[config.mk]
export PLATFORM = sky130hd
export DESIGN_NAME = multi_digit_led_driver
export DESIGN_NICKNAME = d
export VERILOG_FILES = /design/src/rtl/multi_digit_led_driver_pkg.sv /design/src/rtl/multi_digit_led_driver_seg_hex_decoder.sv /design/src/rtl/multi_digit_led_driver.sv
export SDC_FILE = /design/constraint.sdc
export NUM_CORES = 1
export LEC_CHECK = 0
export BUFFER_PORTS_ARGS = -buffer_cell sky130_fd_sc_hd__buf_2
export CAP_MARGIN = 10
export CORE_MARGIN = 2
export CORE_UTILIZATION = 55
export DETAILED_ROUTE_END_ITERATION = 10
export PLACE_DENSITY = 0.8
export RECOVER_POWER = 50
export SETUP_SLACK_MARGIN = 0.02
export SLEW_MARGIN = 20
export SYNTH_ARGS = -nofsm -noshare
export SYNTH_HDL_FRONTEND = slang
export SYNTH_SLANG_ARGS = --single-unit
[constraint.sdc]
create_clock -name clk -period 8.5 [get_ports clk]
set_input_delay 0 -clock clk [delete_from_list [all_inputs] [get_ports clk]]
set_output_delay 0 -clock clk [all_outputs]
set_load 0.05 [all_outputs]
[src/rtl/multi_digit_led_driver_pkg.sv]
// Shared constants for the multiplexed LED driver: active-low hex glyphs,
// blank segment pattern, all-off anode value and the scan phase type.
package multi_digit_led_driver_pkg;

    localparam logic [6:0] SEG_BLANK  = 7'b1111111;
    localparam logic [7:0] AN_ALL_OFF = 8'hFF;

    // seg[6..0] = a..g, active-low
    localparam logic [6:0] GLYPH_0 = 7'h01;
    localparam logic [6:0] GLYPH_1 = 7'h4F;
    localparam logic [6:0] GLYPH_2 = 7'h12;
    localparam logic [6:0] GLYPH_3 = 7'h06;
    localparam logic [6:0] GLYPH_4 = 7'h4C;
    localparam logic [6:0] GLYPH_5 = 7'h24;
    localparam logic [6:0] GLYPH_6 = 7'h20;
    localparam logic [6:0] GLYPH_7 = 7'h0F;
    localparam logic [6:0] GLYPH_8 = 7'h00;
    localparam logic [6:0] GLYPH_9 = 7'h04;
    localparam logic [6:0] GLYPH_A = 7'h08;
    localparam logic [6:0] GLYPH_B = 7'h60;
    localparam logic [6:0] GLYPH_C = 7'h31;
    localparam logic [6:0] GLYPH_D = 7'h42;
    localparam logic [6:0] GLYPH_E = 7'h30;
    localparam logic [6:0] GLYPH_F = 7'h38;

    typedef enum logic {
        PH_BLANK = 1'b0,
        PH_DWELL = 1'b1
    } scan_phase_t;

endpackage

[src/rtl/multi_digit_led_driver_seg_hex_decoder.sv]
// Combinational 4-bit character to active-low seven-segment glyph decoder.
module seg_hex_decoder
    import multi_digit_led_driver_pkg::*;
(
    input  logic [3:0] hex,
    output logic [6:0] seg
);

    always_comb begin
        seg = SEG_BLANK;
        case (hex)
            4'h0: seg = GLYPH_0;
            4'h1: seg = GLYPH_1;
            4'h2: seg = GLYPH_2;
            4'h3: seg = GLYPH_3;
            4'h4: seg = GLYPH_4;
            4'h5: seg = GLYPH_5;
            4'h6: seg = GLYPH_6;
            4'h7: seg = GLYPH_7;
            4'h8: seg = GLYPH_8;
            4'h9: seg = GLYPH_9;
            4'hA: seg = GLYPH_A;
            4'hB: seg = GLYPH_B;
            4'hC: seg = GLYPH_C;
            4'hD: seg = GLYPH_D;
            4'hE: seg = GLYPH_E;
            4'hF: seg = GLYPH_F;
            default: seg = SEG_BLANK;
        endcase
    end

endmodule

[src/rtl/multi_digit_led_driver.sv]
// Multiplexed hex LED driver with double-buffered message load.
// Optional scrolling is enabled by defining LED_DRIVER_SCROLL_EN.
module multi_digit_led_driver
    import multi_digit_led_driver_pkg::*;
#(
    parameter int NUM_DIGITS    = 4,
    parameter int DWELL_CYCLES  = 4,
    parameter int BLANK_CYCLES  = 1,
    parameter int MSG_LEN       = 8,
    parameter int SCROLL_FRAMES = 4
) (
    input  logic                   clk,
    input  logic                   reset,
    input  logic                   enable,
    input  logic [4*MSG_LEN-1:0]   msg_data,
    input  logic                   msg_valid,
    output logic                   msg_ready,
    output logic [NUM_DIGITS-1:0]  an,
    output logic [6:0]             seg,
    output logic                   frame_tick
);

    localparam int CNT_MAX = (BLANK_CYCLES > DWELL_CYCLES) ? BLANK_CYCLES : DWELL_CYCLES;
    localparam int CNT_W   = (CNT_MAX > 1) ? $clog2(CNT_MAX) : 1;
    localparam int SLOT_W  = $clog2(NUM_DIGITS);
    localparam int IDX_W   = $clog2(MSG_LEN);

    localparam logic [CNT_W-1:0]  BLANK_LAST = CNT_W'(BLANK_CYCLES - 1);
    localparam logic [CNT_W-1:0]  DWELL_LAST = CNT_W'(DWELL_CYCLES - 1);
    localparam logic [SLOT_W-1:0] SLOT_LAST  = SLOT_W'(NUM_DIGITS - 1);

    scan_phase_t         phase_q, phase_d;
    logic [CNT_W-1:0]    cnt_q, cnt_d;
    logic [SLOT_W-1:0]   slot_q, slot_d;

    logic                ft;
    logic                xfer;
    logic                commit;
    logic                pend_full_q;
    logic [4*MSG_LEN-1:0] pend_q, act_q, act_nxt;
    logic [IDX_W-1:0]    scroll_nxt;
    logic [IDX_W-1:0]    char_idx;
    logic [3:0]          cur_char;
    logic [6:0]          glyph;
    logic [6:0]          seg_q;

    always_ff @(posedge clk or negedge reset) begin
        if (!reset) begin
            phase_q <= PH_BLANK;
            cnt_q   <= '0;
            slot_q  <= '0;
        end else begin
            phase_q <= phase_d;
            cnt_q   <= cnt_d;
            slot_q  <= slot_d;
        end
    end

    always_comb begin
        phase_d = phase_q;
        cnt_d   = cnt_q;
        slot_d  = slot_q;
        if (enable) begin
            case (phase_q)
                PH_BLANK: begin
                    if (cnt_q == BLANK_LAST) begin
                        phase_d = PH_DWELL;
                        cnt_d   = '0;
                    end else begin
                        cnt_d = cnt_q + 1'b1;
                    end
                end
                PH_DWELL: begin
                    if (cnt_q == DWELL_LAST) begin
                        phase_d = PH_BLANK;
                        cnt_d   = '0;
                        slot_d  = (slot_q == SLOT_LAST) ? '0 : slot_q + 1'b1;
                    end else begin
                        cnt_d = cnt_q + 1'b1;
                    end
                end
                default: phase_d = PH_BLANK;
            endcase
        end
    end

    // Handshake: msg_valid/msg_ready transfer on a rising clk edge when both
    // are high; msg_ready stays low while the pending buffer holds a message.
    assign ft         = enable && (phase_q == PH_BLANK) && (cnt_q == '0) && (slot_q == '0);
    assign frame_tick = reset && ft;
    assign msg_ready  = !pend_full_q;
    assign xfer       = msg_valid && msg_ready;
    assign commit     = ft && pend_full_q;
    assign act_nxt    = commit ? pend_q : act_q;

    always_ff @(posedge clk or negedge reset) begin
        if (!reset) begin
            pend_full_q <= 1'b0;
            pend_q      <= '0;
            act_q       <= '0;
        end else if (commit) begin
            act_q       <= pend_q;
            pend_full_q <= 1'b0;
        end else if (xfer) begin
            pend_q      <= msg_data;
            pend_full_q <= 1'b1;
        end
    end

`ifdef LED_DRIVER_SCROLL_EN
    localparam int FC_W = (SCROLL_FRAMES > 1) ? $clog2(SCROLL_FRAMES) : 1;
    localparam logic [FC_W-1:0]  FC_LAST     = FC_W'(SCROLL_FRAMES - 1);
    localparam logic [IDX_W-1:0] SCROLL_LAST = IDX_W'(MSG_LEN - 1);

    logic [FC_W-1:0]  fcnt_q, fcnt_d;
    logic [IDX_W-1:0] scroll_q, scroll_d;

    always_comb begin
        fcnt_d   = fcnt_q;
        scroll_d = scroll_q;
        if (commit) begin
            fcnt_d   = '0;
            scroll_d = '0;
        end else if (ft) begin
            if (fcnt_q == FC_LAST) begin
                fcnt_d   = '0;
                scroll_d = (scroll_q == SCROLL_LAST) ? '0 : scroll_q + 1'b1;
            end else begin
                fcnt_d = fcnt_q + 1'b1;
            end
        end
    end

    always_ff @(posedge clk or negedge reset) begin
        if (!reset) begin
            fcnt_q   <= '0;
            scroll_q <= '0;
        end else begin
            fcnt_q   <= fcnt_d;
            scroll_q <= scroll_d;
        end
    end

    assign scroll_nxt = scroll_d;
`else
    logic [31:0] scroll_frames_unused;
    assign scroll_frames_unused = 32'(SCROLL_FRAMES);
    assign scroll_nxt = '0;
`endif

    // Glyph for the frame-start slot must already reflect a commit or scroll
    // step taken on the same edge, hence the *_nxt views.
    always_comb begin
        char_idx = IDX_W'((int'(scroll_nxt) + int'(slot_q)) % MSG_LEN);
        cur_char = act_nxt[4*char_idx +: 4];
    end

    seg_hex_decoder u_dec (
        .hex (cur_char),
        .seg (glyph)
    );

    always_ff @(posedge clk or negedge reset) begin
        if (!reset) begin
            seg_q <= SEG_BLANK;
        end else if (enable && (phase_q == PH_BLANK)) begin
            seg_q <= glyph;
        end
    end

    assign seg = enable ? seg_q : SEG_BLANK;

    always_comb begin
        an = AN_ALL_OFF[NUM_DIGITS-1:0];
        if (enable && (phase_q == PH_DWELL)) begin
            an[SLOT_LAST - slot_q] = 1'b0;
        end
    end

endmodule

==> flow_metrics.tcl <==
set metrics [dict create \
    cts_made_buffers 5 \
    grt_pass1_vias 1499 \
    die_h_um 69.2 \
    rr_worst_depth 11 \
    maxSlewHeadroom_pct -58.9 \
    powerDensity_mw_per_mm2 366 \
    critPathCapture "seg_q[3]" \
    first_iter_violations 102 \
    yosys.area.top_type "dfrtp_1" \
    slew_violations 47 \
    cts_tree "done" \
    tightest_slew_ns 2.38 \
    clock_tree.buffer_depth 2 \
    ys_ff_latch 45 \
    first_pass_iters 4 \
    insertion_delay_ns 0.29 \
    vias_per_cell 5.26 \
    synth-edff-count 0 \
    cp.arrival_ns 3.52 \
    cp-start-kind "flip-flop" \
    maxCapViolCount 1 \
    clock-sinks 45 \
    wirelength_mm 4.07 \
    startpoint "slot_q[1]" \
    sequentialPowerShare_pct 38.3 \
    rows 23 \
    wl_per_cell_um 14.4 \
    antenna_left 0 \
    yosysWarnings 0 \
    yosys.area.top_type_share_pct 40.7 \
    grt_pass1_wl_mm 7.01 \
    vias 1489 \
    gp_congestion 0.801 \
    start_util_pct 58.0 \
    hp-class "input pin to flip-flop" \
    yosysSeqAreaShare_pct 48.6 \
    outcome "complete, but fails checks" \
    synth_ff_type "dfrtp_1" \
    worstPathRequired_ns 8.73 \
    regToRegStartpoint "slot_q[1]" \
    ys_types 37 \
    synth_area_mm2 0.00233 \
    finalPower_w 0.00101 \
    r2r_setup_slack_ns 5.20 \
    setup_viol 0 \
    postSynthAreaPerCell_um2 12.7 \
    synth_common_cells "dfrtp_1 (38), mux2_2 (29), nor2_1 (14)" \
    clk_pin_slew_ns 0.08 \
    antenna_found_initial 0 \
    fillers 322 \
    layout-drive-gt1-share_pct 36.1 \
    finalWorstPathRequiredPeriod_ns 3.30 \
    violations "capacitance limit, slew limit" \
    htreeDepth 2 \
    cp_max_fo 20 \
    final_nets 282 \
    port_buffers 32 \
    syn-num-nets 233 \
    synthArstFlopShare_pct 100 \
    die_area_mm2 0.00478 \
    cell_internal_pwr_w 0.000619 \
    fmax_mhz 303 \
    dpl.cell_count 258 \
    instances_no_fill 283 \
    synthToLayoutAreaGrowth_pct 18.3 \
    grt_max_degree 47 \
    leakage_nw 1.28 \
    end_kind "flip-flop" \
    antenna_cells 0 \
    switching_share_pct 38.8 \
    pwr-share-comb_pct 48.5 \
    hpwl_mm 2.72 \
    pin_count 49 \
    peakVddDrop_v 0.000171 \
    root_buffer "clkbuf_8" \
    die_x_um 69.2 \
    rsz0062_at_grt "no" \
    switchingPower_w 0.000392 \
    core_area_mm2 0.00403 \
    timing.rr.end "seg_q[3]" \
    overflow 0 \
    pre_cts_slack_ns 5.19 \
    synth_area_leaders "dfrtp_1 (41%), mux2_2 (14%), dfstp_2 (7.9%), ha_1 (7.0%), mux4_2 (4.8%)" \
    synthCells 184 \
    yosysMostFrequentCell "dfrtp_1" \
    setup_tns_ns 0 \
    crit_type "flip-flop to flip-flop" \
    p_clk_share_pct 13.2 \
    grt.total_usage_pct 18.4 \
    skew_ns 0.00822 \
    layout_setup_ws_ns 5.20 \
    post-route-util_pct 68.6 \
    drc 0 \
    hold_violations 0 \
    fin_crit_sh_pct 38.8 \
]
==> metrics by stage <==
| stage | instance area (um^2) | hold slack, ns |
|---|---|---|
| after floorplan | 2330 | -0.296 |
| after global placement | 2500 | 0.112 |
| after detailed placement | 2500 | 0.120 |
| after CTS | 2770 | 0.0964 |
| after global routing | 2760 | 0.143 |
| final | 2760 | 0.101 |
==> worst max-delay path, cell delays in order (launching register included) <==
cell     delay [ns]
dfrtp_1        0.45
inv_1          0.26
ha_1           0.30
nand4_4        0.35
mux4_2         0.56
nand2_1        0.08
o31a_1         0.32
inv_1          0.11
ha_1           0.27
nor2_1         0.14
a21oi_1        0.05
a221o_1        0.32
==> flip-flops by register name, summed over array words and instances (netlist names) <==
name / cells
act_q: 16
cnt_q: 2
pend_full_q: 1
pend_q: 16
phase_q: 1
seg_q: 7
slot_q: 2
==> cells by family after synthesis <==
kind of cell               synth area share (%)
buffers and inverters                      4.61
adders and majority gates                  6.97
and+or+nand+nor                            10.4
DFF                                        48.6
AOI/OAI and AO/OA                          5.47
muxes                                      24.0
==> power by group through the flow <==
stage,Clock [W],Combinational (W),Sequential [W]
global route,0.000146,0.000540,0.000403
floorplan,0,0.000423,0.000368
finish,0.000133,0.000491,0.000387
global placement,0,0.000470,0.000387
CTS,0.000137,0.000495,0.000388
detailed placement,0,0.000487,0.000393
==> what timing repair did <==
action | CTS | global route
resized for setup | 0 | 0
endpoints found under the hold margin | 55 | 0
setup buffers | 0 | 0
hold buffers | 18 | 0
==> worst min-delay path by stage <==
stage / cells after the start / from / end
5_1_grt: 2 / enable / cnt_q[0]
4_1_cts: 3 / enable / cnt_q[1]
3_5_place_dp: 2 / reset / pend_q[7]
3_3_place_gp: 2 / reset / pend_q[3]
6_report: 3 / enable / cnt_q[1]
2_1_floorplan: 0 / reset / act_q[0]
==> layout make-up <==
type	count	area [um^2]	area share (%)
clock buffers	7	86.3	3.12
inverters	10	37.5	1.36
multi-input cells	119	1090	39.5
flip-flops and latches	45	1130	41.1
well taps	50	62.6	2.26
repair buffers	52	349	12.6
==> metal layers <==
layer	up-vias	track usage (%)	share of wire (%)	wire, um
met5	-	0	0	0
met3	7	4.09	2.9	118
met2	34	28.3	47	1920
met1	707	25.5	48	1950
met4	0	7.19	2.0	82
li1	741	-	-	-
==> layout by cell type (no fill, tap or decap), types with 2 or more instances in the layout <==
cell and n:
mux2_4 4, inv_1 9, nand2_1 4, nor2_1 14, buf_2 30, dfstp_2 7, mux2_2 29, nor2b_1 3
nand2b_1 9, ha_1 13, clkbuf_8 6, nand3_1 5, a31oi_1 2, dfrtp_1 38, clkbuf_1 4, mux2i_1 6
dlygate4sd3_1 18, a221o_1 2, a21oi_1 7, mux4_2 5
No activity file was read; power rests on OpenSTA's default activity.
